$ cat config.mk
export PLATFORM = sky130hd
export DESIGN_NAME = add_roundkey
export DESIGN_NICKNAME = d
export VERILOG_FILES = /design/src/rtl/add_roundkey_pkg.sv /design/src/rtl/add_roundkey_word.sv /design/src/rtl/add_roundkey.sv
export SDC_FILE = /design/constraint.sdc
export NUM_CORES = 1
export LEC_CHECK = 0
export CAP_MARGIN = 20
export CORE_AREA = 2 2 200 202
export DETAILED_ROUTE_END_ITERATION = 10
export DIE_AREA = 0 0 202 204
export RECOVER_POWER = 25
export SLEW_MARGIN = 20
export SYNTH_ARGS = -nofsm -noshare
export SYNTH_HDL_FRONTEND = slang
export SYNTH_SLANG_ARGS = --single-unit
$ cat constraint.sdc
create_clock -name clk -period 10.1 [get_ports clk]
set_input_delay 1.01 -clock clk [delete_from_list [all_inputs] [get_ports clk]]
set_output_delay 1.01 -clock clk [all_outputs]
set_load 0.01 [all_outputs]
$ cat src/rtl/add_roundkey_pkg.sv
// ============================================================================
// add_roundkey_pkg : shared AES widths, typedefs and pipeline register layout
// Revision 1.0
// ============================================================================
`default_nettype none

package add_roundkey_pkg;

  localparam int STATE_W   = 128;
  localparam int WORD_W    = 32;
  localparam int NUM_WORDS = STATE_W / WORD_W;

  typedef logic [STATE_W-1:0] state_t;
  typedef logic [WORD_W-1:0]  word_t;

  // Data plus valid flag form the whole registered path
  typedef struct packed {
    logic   valid;
    state_t data;
  } pipe_reg_t;

endpackage : add_roundkey_pkg

`default_nettype wire

$ cat src/rtl/add_roundkey_word.sv
// ============================================================================
// add_roundkey_word : XOR of one 32-bit AES column with its round-key word
// Revision 1.0
// ============================================================================
`default_nettype none

module add_roundkey_word
  import add_roundkey_pkg::*;
(
  input  word_t state_word,
  input  word_t key_word,
  output word_t result_word
);

  assign result_word = state_word ^ key_word;

endmodule : add_roundkey_word

`default_nettype wire

$ cat src/rtl/add_roundkey.sv
// ============================================================================
// add_roundkey : AES AddRoundKey with combinational result and optional
//                one-deep valid/ready output register
// Revision 1.0
// ============================================================================
`default_nettype none

module add_roundkey
  import add_roundkey_pkg::*;
#(
  parameter bit PIPE_EN = 1'b1
) (
  input  logic               clk,
  input  logic               rst,
  input  logic [STATE_W-1:0] input_state,
  input  logic [STATE_W-1:0] key,
  output logic [STATE_W-1:0] output_state,
  input  logic               in_valid,
  output logic               in_ready,
  output logic               out_valid,
  input  logic               out_ready,
  output logic [STATE_W-1:0] output_state_q
);

  state_t xor_result;

  // Column c occupies the c-th 32-bit word counted from the MSB end
  generate
    for (genvar c = 0; c < NUM_WORDS; c++) begin : g_col
      add_roundkey_word u_word (
        .state_word  (input_state[STATE_W-1-c*WORD_W -: WORD_W]),
        .key_word    (key[STATE_W-1-c*WORD_W -: WORD_W]),
        .result_word (xor_result[STATE_W-1-c*WORD_W -: WORD_W])
      );
    end
  endgenerate

  assign output_state = xor_result;

  generate
    if (PIPE_EN) begin : g_pipe
      pipe_reg_t pipe_q;
      pipe_reg_t pipe_d;
      logic      ready;

      assign ready = !pipe_q.valid || out_ready;

      // A capture overrides a consume, so back-to-back transfers have no bubble
      always_comb begin
        pipe_d = pipe_q;
        if (pipe_q.valid && out_ready) begin
          pipe_d.valid = 1'b0;
        end
        if (in_valid && ready) begin
          pipe_d.valid = 1'b1;
          pipe_d.data  = xor_result;
        end
      end

      always_ff @(posedge clk or posedge rst) begin
        if (rst) begin
          pipe_q <= '0;
        end else begin
          pipe_q <= pipe_d;
        end
      end

      assign in_ready       = ready;
      assign out_valid      = pipe_q.valid;
      assign output_state_q = pipe_q.data;
    end else begin : g_no_pipe
      assign in_ready       = 1'b1;
      assign out_valid      = 1'b0;
      assign output_state_q = '0;
    end
  endgenerate

endmodule : add_roundkey

`default_nettype wire

# Word-level counts from Yosys, hierarchy flattened
# Index checks and enable logic that the tools add are counted.
word_totals:
  wordCells: 13
  input_bits: 260
  reg_bits: 129
op_classes:
  mux: 2
  n_reduce_logical: 5
  bitwise_logic: 4
ops:
  columns: ["operator", "count"]
  rows:
  - ["129-bit 2-to-1 mux", 1]
  - ["32-bit XOR", 4]
  - ["1-bit logical AND", 2]
  - ["2-bit nonzero test", 1]
  - ["1-bit zero test", 1]
  - ["1-bit logical OR", 1]
  - ["1-bit 2-to-1 mux", 1]

# Logic depth before layout (Yosys ltp)
# Gate-level depths: netlist (run 1).
depth:
  word_depth: 4
  ltp_mapped: 5
  depth_no_buf: 3

# By module
# A second synthesis (run 1) with hierarchy kept.
hier_totals:
  hier_cells: 403
  area_unflattened_um2: 6466.2
modules_own_cells:
  columns: ["mod", "seq_area_each_um2", "cells_per_inst", "area_each_um2", "instances"]
  rows:
  - ["add_roundkey", 3228.1, 275, 5345.1, 1]
  - ["add_roundkey_word", 0.0, 32, 280.3, 4]

# Least setup slack after synthesis (run 1)
# No wires, ideal clock.
synth_timing:
  path_type: "input to output"
  start: "input key[0]"
  end: "output output_state[0]"
  stages: 1
  n_path_buf: 0
  slack_ns: 7.828
  arrival_time_ns: 1.262
  required_ns: 9.090
  path_cell_list: "xor2_1"
synth_via:
  elab_chain_len: 1
synth_rtl:
  columns: ["item", "line", "text"]
  rows:
  - ["start, declared", "add_roundkey.sv:16", "input logic [STATE_W-1:0] key,"]
  - ["32-bit XOR", "add_roundkey_word.sv:15", "assign result_word = state_word ^ key_word;"]
  - ["end, declared", "add_roundkey.sv:17", "output logic [STATE_W-1:0] output_state,"]
# No other way between the ends.

# Worst setup path in the final report (run 1)
layout_timing:
  start: "input out_ready"
  end: "register g_pipe.pipe_q, in the netlist output_state_q[34]"
layout_via:
  elab_chain_len: 2
layout_rtl:
  columns: ["item", "line", "text"]
  rows:
  - ["start, declared", "add_roundkey.sv:21", "input logic out_ready,"]
  - ["1-bit logical OR", "add_roundkey.sv:46", "assign ready = !pipe_q.valid || out_ready;"]
  - ["1-bit logical AND", "add_roundkey.sv:54", "if (in_valid && ready) begin"]
  - ["end signal, assigned", "add_roundkey.sv:64", "pipe_q <= pipe_d;"]
  - ["end, declared", "add_roundkey.sv:42", "pipe_reg_t pipe_q;"]
# No other way between the ends.
# A chain may end at the register's enable or synchronous reset.

==> impl_metrics.csv, run 1 <==
group,metric,value,unit
timing,clock_skew,0.00692,ns
timing,worstMarginPinSlew,4.18,ns
timing,final.min_clock_period,6.00,ns
clock_network,root_buffer,"clkbuf_16",
clock_network,clk_pin_slew_worst_paths,0.05,ns
status,status,"finished with violations",
clock_network,cts_inserted_buffers,17,
synthesis,syn_nets,663,
setup_path,crit_arrival,6.30,ns
routing,vias,5143,
synthesis,ys_warn_count,0,
routing,drt_wl_total,21.7,mm
timing,relSlewSlack,-179,%
place,placed_cells_incl_taps,1433,
timing,rsz0062_at_grt,"false",
pwr,internal-power,1.48,mW
layout,seq_area,0.00323,sq mm
synthesis,synth_seq_cells,129,
status,violations,"capacitance limit, slew limit",
pwr,leakage,5.34,nW
pwr,clkPwrFrac,30.3,%
routing,drc,0,
synthesis,synth_ff_type,"dfrtp_1",
timing,fmaxAchievable,0.167,GHz
layout,multi_input_area,0.00292,sq mm
synthesis,synth-seq-area-share,49.9,%
routing,vias_per_cell,3.51,
clock_network,ctsHoldBuffers,0,
place,hpwl,17.5,mm
routing,routedWlPerCell,14.8,microns
pwr,sw_frac_of_total,27.4,%
synthesis,synth_edf_count,0,
hold_path,hp-class,"reg -> reg",
layout,fillCellCount,3961,
clock_network,clock_path_buffers,2,
routing,firstDrtPassIters,4,
clock_network,postCtsSetupBuffers,0,
setup_path,worstPathCellList,"dlygate4sd3_1 -> nand2b_1 -> nand2_1 -> buf_4 -> mux2_4",
timing,timing.final.max_slew_violations,150,
grt,grt-ovfl-total,0,
clock_network,cts_tree,"yes",
grt,grt_pass1_wl,32.1,mm
flow_run,drv_cap,2,
floorplan,die-area,0.0412,sq mm
synthesis,synth_top_area_share,49.9,%
layout,fin_cells,1465,
layout,final_net_count,1187,
setup_path,max_stage_delay,2.91,ns
pwr,ir_drop,103,uV
clock_network,clock_sinks,129,
synthesis,synth.most_common_cell,"dfrtp_1",
synthesis,async_flop_share,100,%
setup_path,crit_type,"in -> reg",
floorplan,io_pins,518,
synthesis,yosysTopAreaCell,"dfrtp_1",
pwr,cellPowerDensity,162,mW/mm^2
synthesis,synthCells,403,
routing,antenna_left,0,
pwr,power_frac_seq,33.0,%
setup_path,cp_max_fo,81,
setup_path,crit_required,10.40,ns
grt,grt_use_total,10.4,%
setup_path,cp_top_family,"simple AND/OR/NAND/NOR gates",
grt,grtUsageMet2,17.2,%
place,io_buffers,517,
timing,fin_crit_sh,59.4,%
layout,area_growth,94.9,%
clock_network,cts_resized,0,
timing,hold_viol_final,0,
clock_network,htree_levels,4,
floorplan,die_w,202,microns
floorplan,core.rowCount,73,
floorplan,coreArea,0.0392,sq mm
pwr,p_comb_share,36.7,%
synthesis,syn_area_per_cell,16.0,sq um
floorplan,start_util,16.5,%
place,gp_congestion,0.761,
setup_path,cp_slowest_cell,"nand2_1",
setup_path,critPathLaunchType,"primary input",
grt,grtUsageMet1,11.8,%
clock_network,insertion_delay,0.42,ns
synthesis,synth_area,0.00647,sq mm
synthesis,synthDistinctLibCells,10,
grt,antenna_found_initial,0,
layout,antenna_cells,0,
grt,grt_max_degree,82,
floorplan,die_y,204,microns
grt,grt_pass1_vias,5472,
setup_path,crit_buf_inv,2,
routing,drt_iter0_markers,106,
pwr,p_sw,0.561,mW
layout,drive_above_1_share,16.1,%
setup_path,end_kind,"register",
synthesis,ys_top_cells_by_area,"dfrtp_1, mux2_4, xor2_1, mux2_2, buf_12",
synthesis,synth_commonest_cells,"dfrtp_1, xor2_1, mux2_4",
grt,use_met3,4.56,%
timing,setup_viol,0,
grt,busiest_layer,"met2",
timing,final.setup.tns,0,ns
-- stage by stage --
| step | cell area [sq um] | util, % | total power [mW] | worst slack (ns) | hold slack [ns] |
|---|---|---|---|---|---|
| 2_1_floorplan | 6470 | - | 0.983 | 5.65 | 0.550 |
| 3_3_place_gp | 12100 | 30.8 | 1.46 | 6.44 | 0.487 |
| 3_5_place_dp | 12100 | 30.8 | 1.46 | 6.40 | 0.491 |
| 4_1_cts | 12700 | 32.3 | 2.11 | 6.44 | 0.506 |
| 5_1_grt | 12600 | 32.2 | 2.16 | 3.70 | 0.507 |
| 6_report | 12600 | 32.2 | 2.04 | 4.10 | 0.488 |
-- cells by family (layout without fill, tap and decap cells) --
family                    count (synthesis)  count (layout)  share of synthesized area, %
muxes                                   128             128                          28.3
and+or+nand+nor                           3               3                         0.484
DFF                                     129             129                          49.9
xor gates and xnor gates                128             128                          17.3
buffers and inverters                    15             552                          3.99
-- state kept, by name, summed over array words and instances (netlist names) --
name / cells
output_state_q: 128
out_valid: 1
-- power groups by stage --
stage / Clock, mW / Combinational (mW) / Sequential (mW)
after global placement: 0 / 0.775 / 0.683
final: 0.619 / 0.750 / 0.675
after global routing: 0.675 / 0.796 / 0.689
after floorplan: 0 / 0.256 / 0.728
after detailed placement: 0 / 0.779 / 0.683
after CTS: 0.650 / 0.781 / 0.677
-- metal layers --
| layer | wire length [microns] | vias up |
|---|---|---|
| met4 | 387 | 0 |
| met1 | 8520 | 2451 |
| met5 | 0 | - |
| li1 | - | 2407 |
| met3 | 2030 | 16 |
| met2 | 10700 | 269 |
-- worst paths after layout --
| check | from | end | slack, ns | cells past startpoint |
|---|---|---|---|---|
| max in group asynchronous | rst | output_state_q[114]$_DFFE_PP0P_ | 6.37 | 3 |
| min in group asynchronous | rst | output_state_q[37]$_DFFE_PP0P_ | 1.87 | 2 |
| worst min-delay path | output_state_q[65]$_DFFE_PP0P_ | output_state_q[65]$_DFFE_PP0P_ | 0.49 | 1 |
| worst max register to register | out_valid$_DFFE_PP0P_ | output_state_q[34]$_DFFE_PP0P_ | 5.01 | 4 |
| worst min register to register | output_state_q[65]$_DFFE_PP0P_ | output_state_q[65]$_DFFE_PP0P_ | 0.49 | 1 |
| worst max-delay path | out_ready | output_state_q[34]$_DFFE_PP0P_ | 4.10 | 5 |
-- layout by cell type (no fill, tap or decap), types with 2 or more instances in the layout --
| master | synthesis | final |
|---|---|---|
| xor2_1 | 128 | 128 |
| clkinv_4 | 0 | 3 |
| bufinv_16 | 0 | 2 |
| buf_4 | 0 | 2 |
| mux2_1 | 0 | 12 |
| mux2_2 | 25 | 25 |
| clkinvlp_4 | 0 | 3 |
| mux2_4 | 103 | 91 |
| dfrtp_1 | 129 | 129 |
| dlygate4sd3_1 | 0 | 48 |
| nand2b_1 | 1 | 2 |
| clkbuf_8 | 0 | 3 |
| clkdlybuf4s50_1 | 0 | 469 |
| clkinv_2 | 0 | 3 |
| clkbuf_16 | 0 | 17 |
-- final cells by class --
type	instances	share of cell area (%)
clock buffer	20	3.70
clock inverter	12	1.05
inverter	1	0.0397
multi-input combinational	259	23.2
sequential	129	25.6
tap	525	5.21
timing repair buffer	519	41.2
(Power assumes the default switching activity.)
==> run 2, diff against run 1 <==
--- a/config.mk
+++ b/config.mk
@@ -6,9 +6,9 @@
 export NUM_CORES = 1
 export LEC_CHECK = 0
 export CAP_MARGIN = 20
-export CORE_AREA = 2 2 200 202
+export CORE_AREA = 2 2 203 205
 export DETAILED_ROUTE_END_ITERATION = 10
-export DIE_AREA = 0 0 202 204
+export DIE_AREA = 0 0 205 207
 export RECOVER_POWER = 25
 export SLEW_MARGIN = 20
 export SYNTH_ARGS = -nofsm -noshare
==> constraint.sdc (replaced) <==
create_clock -name clk -period 5.7 [get_ports clk]
set_input_delay 0.57 -clock clk [delete_from_list [all_inputs] [get_ports clk]]
set_output_delay 0.57 -clock clk [all_outputs]
set_load 0.01 [all_outputs]
==> impl_metrics.csv, run 2 (synthesis gave the netlist of run 1 again) <==
group,metric,value,unit
status,status,"finished with violations",
status,violations,"capacitance limit, slew limit",
grt,antenna_found_initial,0,
timing,clock_skew,0.00981,ns
timing,rsz0062_at_grt,"false",
routing,vias,5195,
routing,firstDrtPassIters,4,
timing,final.min_clock_period,3.07,ns
timing,setup_viol,0,
floorplan,io_pins,518,
grt,grt-ovfl-total,0,
clock_network,clk_pin_slew_worst_paths,0.06,ns
timing,final.setup.tns,0,ns
timing,fin_crit_sh,53.9,%
pwr,leakage,5.22,nW
routing,routedWlPerCell,15.7,microns
setup_path,crit_required,6.06,ns
hold_path,holdPathEnd,"output_state_q[78]$_DFFE_PP0P_",
layout,antenna_cells,0,
grt,grt_pass1_wl,34.4,mm
flow_run,drv_cap,1,
place,dp_slack,2.69,ns
layout,largest_reg_flops,128,
floorplan,die_y,207,microns
floorplan,die_w,205,microns
timing,worstMarginPinSlew,2.33,ns
place,hpwl,18.8,mm
floorplan,coreArea,0.0404,sq mm
hold_path,holdPathStages,1,
floorplan,core.rowCount,74,
setup_path,r2r_start,"out_valid$_DFFE_PP0P_",
setup_path,ff2ff_setup_slack,3.64,ns
clock_network,root_buffer,"clkbuf_16",
layout,area_growth,93.9,%
layout,drive_above_1_share,13.3,%
hold_path,holdCritStartpoint,"output_state_q[78]$_DFFE_PP0P_",
clock_network,insertion_delay,0.42,ns
floorplan,start_util,16.0,%
setup_path,critPathLaunchType,"primary input",
grt,grt_use_total,10.9,%
clock_network,cts_resized,0,
timing,relSlewSlack,-56.2,%
layout,mostFrequentLayoutCell,"clkdlybuf4s50_1",
place,place_area,0.0121,sq mm
clock_network,clock_path_buffers,2,
clock_network,cts_tree,"yes",
grt,grt_max_degree,68,
place,io_buffers,517,
pwr,cellPowerDensity,288,mW/mm^2
routing,drt_wl_total,23.2,mm
clock_network,clock_sinks,129,
layout,layout.cells.most_common_list,"clkdlybuf4s50_1, dfrtp_1, xor2_1",
routing,drc,0,
layout,fillCellCount,4191,
hold_path,hp-class,"reg -> reg",
timing,timing.final.ws_setup,2.63,ns
pwr,finalPower,3.61,mW
grt,grt_pass1_vias,5766,
setup_path,cp_max_fo,51,
place,gp_congestion,0.772,
routing,antenna_left,0,
clock_network,postCtsSetupBuffers,0,
timing,hold_viol_final,0,
clock_network,htree_levels,4,
pwr,ir_drop,146,uV
clock_network,cts_inserted_buffers,17,
setup_path,reg2reg_to,"output_state_q[57]$_DFFE_PP0P_",
floorplan,die-area,0.0424,sq mm
clock_network,ctsHoldBuffers,0,
routing,vias_per_cell,3.53,
setup_path,crit_arrival,3.43,ns
setup_path,crit_type,"in -> async",
timing,timing.final.max_slew_violations,52,
timing,fmaxAchievable,0.326,GHz
layout,fin_area,0.0125,sq mm
routing,drt_iter0_markers,93,
setup_path,crit_start,"rst",
setup_path,end_kind,"asynchronous set/reset pin",
layout,final_net_count,1188,
setup_path,r2r_cells,4,
-- run 2: cell count changes in the layout (fill, tap and decap cells not counted) --
cell | previous run | this run
buf_12 | 0 | 1
buf_4 | 2 | 1
clkbuf_1 | 0 | 4
clkdlybuf4s50_1 | 469 | 515
clkinv_4 | 3 | 1
dlygate4sd3_1 | 48 | 2
inv_6 | 1 | 0
mux2_1 | 12 | 37
mux2_4 | 91 | 66
nand2_1 | 1 | 0
nand2_8 | 0 | 1
nand2b_1 | 2 | 1
nand2b_4 | 0 | 1
-- run 2: report_power, final --
part | switching (mW) | leakage (nW) | internal [mW]
combinational | 0.484 | 3.43 | 0.834
clock | 0.419 | 0.279 | 0.677
sequential | 0.102 | 1.51 | 1.10
total | 1.00 | 5.22 | 2.61
-- run 2: how the worst max path moves through the flow --
stage / slack [ns] / cells after the start / end
2_1_floorplan: 1.69 / 1 / out_valid$_DFFE_PP0P_
3_3_place_gp: 2.68 / 3 / output_state[38]
3_5_place_dp: 2.69 / 3 / output_state[38]
4_1_cts: 2.69 / 3 / output_state[38]
5_1_grt: 2.07 / 3 / output_state_q[4]$_DFFE_PP0P_
6_report: 2.63 / 3 / output_state_q[4]$_DFFE_PP0P_
-- run 2: final cells by class --
type                       count  area, sq um  area share [%]
clock inverter                 9          106           0.848
timing repair buffer         520         5210            41.5
multi-input combinational    259         2850            22.7
tap                          532          666            5.31
sequential                   129         3230            25.7
inverter                       1         5.00          0.0399
clock buffer                  23          478            3.81
-- run 2: metal layers --
layer	part of all wire, %	global-route usage, %
met2	52	19.6
met3	9.9	4.30
met5	0	0
met1	36	11.4
met4	1.9	3.80
-- run 2: worst max-delay path: stages --
cell and delay (ns):
dlygate4sd3_1 0.55, clkinvlp_2 1.31, clkbuf_1 0.93
-- run 2: per-stage QoR --
| step | hold slack (ns) | utilization [%] | std cells |
|---|---|---|---|
| floorplan | 0.550 | - | 403 |
| global placement | 0.487 | 30.0 | 1441 |
| detailed placement | 0.491 | 30.0 | 1441 |
| CTS | 0.506 | 31.4 | 1473 |
| global route | 0.504 | 31.1 | 1473 |
| finish | 0.486 | 31.1 | 1473 |
==> run 3, diff against run 2 <==
--- a/config.mk
+++ b/config.mk
@@ -6,9 +6,9 @@
 export NUM_CORES = 1
 export LEC_CHECK = 0
 export CAP_MARGIN = 20
-export CORE_AREA = 2 2 203 205
+export CORE_AREA = 2 2 201 203
 export DETAILED_ROUTE_END_ITERATION = 10
-export DIE_AREA = 0 0 205 207
+export DIE_AREA = 0 0 203 205
 export RECOVER_POWER = 25
 export SLEW_MARGIN = 20
 export SYNTH_ARGS = -nofsm -noshare
==> constraint.sdc (replaced) <==
create_clock -name clk -period 2.6 [get_ports clk]
set_input_delay 0.26 -clock clk [delete_from_list [all_inputs] [get_ports clk]]
set_output_delay 0.26 -clock clk [all_outputs]
set_load 0.01 [all_outputs]
==> impl_metrics.csv, run 3 (synthesis gave the netlist of run 1 again) <==
group,metric,value,unit
clock_network,cts_resized,0,
pwr,internal-power,6.13,mW
grt,antenna_found_initial,1,
clock_network,clock_sinks,129,
clock_network,clock_path_buffers,2,
setup_path,crit_type,"in -> out",
grt,grt_max_degree,47,
flow_run,drv_cap,0,
place,hpwl,18.3,mm
clock_network,ctsHoldBuffers,0,
floorplan,core.rowCount,73,
routing,drc,0,
pwr,sw_frac_of_total,26.5,%
layout,fin_util,32.7,%
setup_path,cp_max_fo,2,
setup_path,cp_slowest_cell,"clkdlybuf4s50_1",
timing,worstMarginPinSlew,1.16,ns
clock_network,root_buffer,"clkbuf_16",
layout,multi_input_area,0.00298,sq mm
timing,relSlewSlack,22.2,%
layout,fin_cells,1482,
timing,timing.final.max_slew_violations,0,
layout,seq_area,0.00323,sq mm
floorplan,coreArea,0.0394,sq mm
routing,vias_per_cell,3.52,
place,dp_slack,0.540,ns
timing,clock_skew,0.00558,ns
layout,mostFrequentLayoutCell,"clkdlybuf4s50_1",
floorplan,die_y,205,microns
routing,drt_iter0_markers,78,
pwr,p_sw,2.21,mW
layout,fillCellCount,3935,
hold_path,hp-class,"reg -> reg",
timing,fin_crit_sh,79.0,%
timing,rsz0062_at_grt,"false",
pwr,clkPwrFrac,32.5,%
floorplan,io_pins,518,
pwr,ir_drop,371,uV
routing,antenna_left,0,
routing,routedWlPerCell,15.1,microns
pwr,cellPowerDensity,647,mW/mm^2
timing,fmaxAchievable,0.487,GHz
setup_path,crit_buf_inv,2,
place,placed_cells_incl_taps,1450,
setup_path,cpMostUsedCell,"clkdlybuf4s50_1",
routing,drt_wl_total,22.4,mm
grt,grt_pass1_vias,5727,
setup_path,crit_arrival,1.79,ns
hold_path,holdCritStartpoint,"output_state_q[46]$_DFFE_PP0P_",
floorplan,die-area,0.0416,sq mm
layout,final_net_count,1204,
timing,final.setup.tns,0,ns
layout,antenna_cells,0,
setup_path,r2r_cells,4,
setup_path,critPathCapture,"output_state[47]",
timing,final.min_clock_period,2.05,ns
timing,setup_viol,0,
grt,grt-ovfl-total,0,
timing,hold_viol_final,0,
place,io_buffers,517,
layout,drive_above_1_share,18.3,%
status,status,"complete, no violations",
clock_network,clk_pin_slew_worst_paths,0.05,ns
setup_path,end_kind,"output pin",
setup_path,reg2reg_to,"output_state_q[62]$_DFFE_PP0P_",
clock_network,cts_inserted_buffers,17,
place,gp_congestion,0.768,
pwr,power_frac_seq,31.6,%
routing,firstDrtPassIters,4,
setup_path,crit_cells,3,
setup_path,max_stage_delay,0.65,ns
layout,area_growth,99.4,%
setup_path,critPathLaunchType,"primary input",
floorplan,die_w,203,microns
setup_path,r2r_start,"out_valid$_DFFE_PP0P_",
pwr,leakage,5.50,nW
routing,vias,5215,
setup_path,crit_start,"key[47]",
pwr,finalPower,8.34,mW
setup_path,ff2ff_setup_slack,0.92,ns
clock_network,htree_levels,4,
pwr,p_comb_share,36.0,%
grt,grt_use_total,10.5,%
setup_path,worstPathCellList,"clkdlybuf4s50_1 -> xor2_1 -> clkdlybuf4s50_1",
clock_network,cts_tree,"yes",
setup_path,cp_top_family,"buffers and inverters",
clock_network,postCtsSetupBuffers,0,
timing,timing.final.ws_setup,0.546,ns
grt,grt_pass1_wl,32.5,mm
clock_network,insertion_delay,0.43,ns
floorplan,start_util,16.4,%
layout,layout.cells.most_common_list,"clkdlybuf4s50_1, dfrtp_1, xor2_1",
layout,largest_reg_flops,128,
setup_path,crit_required,2.34,ns
-- run 3: power by group through the flow --
stage	Clock (mW)	Combinational, mW	Sequential, mW
6_report	2.71	3.00	2.64
5_1_grt	2.91	3.17	2.69
4_1_cts	2.82	3.06	2.64
3_5_place_dp	0	3.05	2.66
3_3_place_gp	0	3.04	2.66
2_1_floorplan	0	0.993	2.83
-- run 3: how the worst min path moves through the flow --
stage,to,slack [ns],cells after the start
2_1_floorplan,out_valid$_DFFE_PP0P_,0.37,1
3_3_place_gp,output_state_q[67]$_DFFE_PP0P_,0.49,1
3_5_place_dp,output_state_q[25]$_DFFE_PP0P_,0.49,1
4_1_cts,output_state_q[0]$_DFFE_PP0P_,0.24,2
5_1_grt,output_state_q[60]$_DFFE_PP0P_,0.51,1
6_report,output_state_q[46]$_DFFE_PP0P_,0.50,1
-- run 3: stage by stage --
step	hold slack [ns]	cell area [sq um]
4_1_cts	0.242	12900
3_3_place_gp	0.486	12200
3_5_place_dp	0.490	12200
5_1_grt	0.514	12900
2_1_floorplan	0.368	6470
6_report	0.501	12900
-- run 3: layout make-up --
class                   instances  area share [%]
clock buffers                  21            3.65
clock inverters                11            1.55
inverters                       1          0.0388
multi-input cells             259            23.1
flip-flops and latches        129            25.0
well taps                     525            5.10
repair buffers                536            41.5
-- run 3: worst register-to-register path, delay by kind of cell, from the launching register on --
family	cells	cell delay [ns]
and+or+nand+nor	2	0.57
DFF	1	0.36
muxes	1	0.37
buffers and inverters	1	0.28
-- run 3: routing by layer --
layer	vias to the layer above	track usage (%)	part of all wire [%]
met2	316	18.3	50
met4	2	4.38	2.3
li1	2429	-	-
met3	27	4.63	11
met1	2441	10.9	37
met5	-	0	0.058
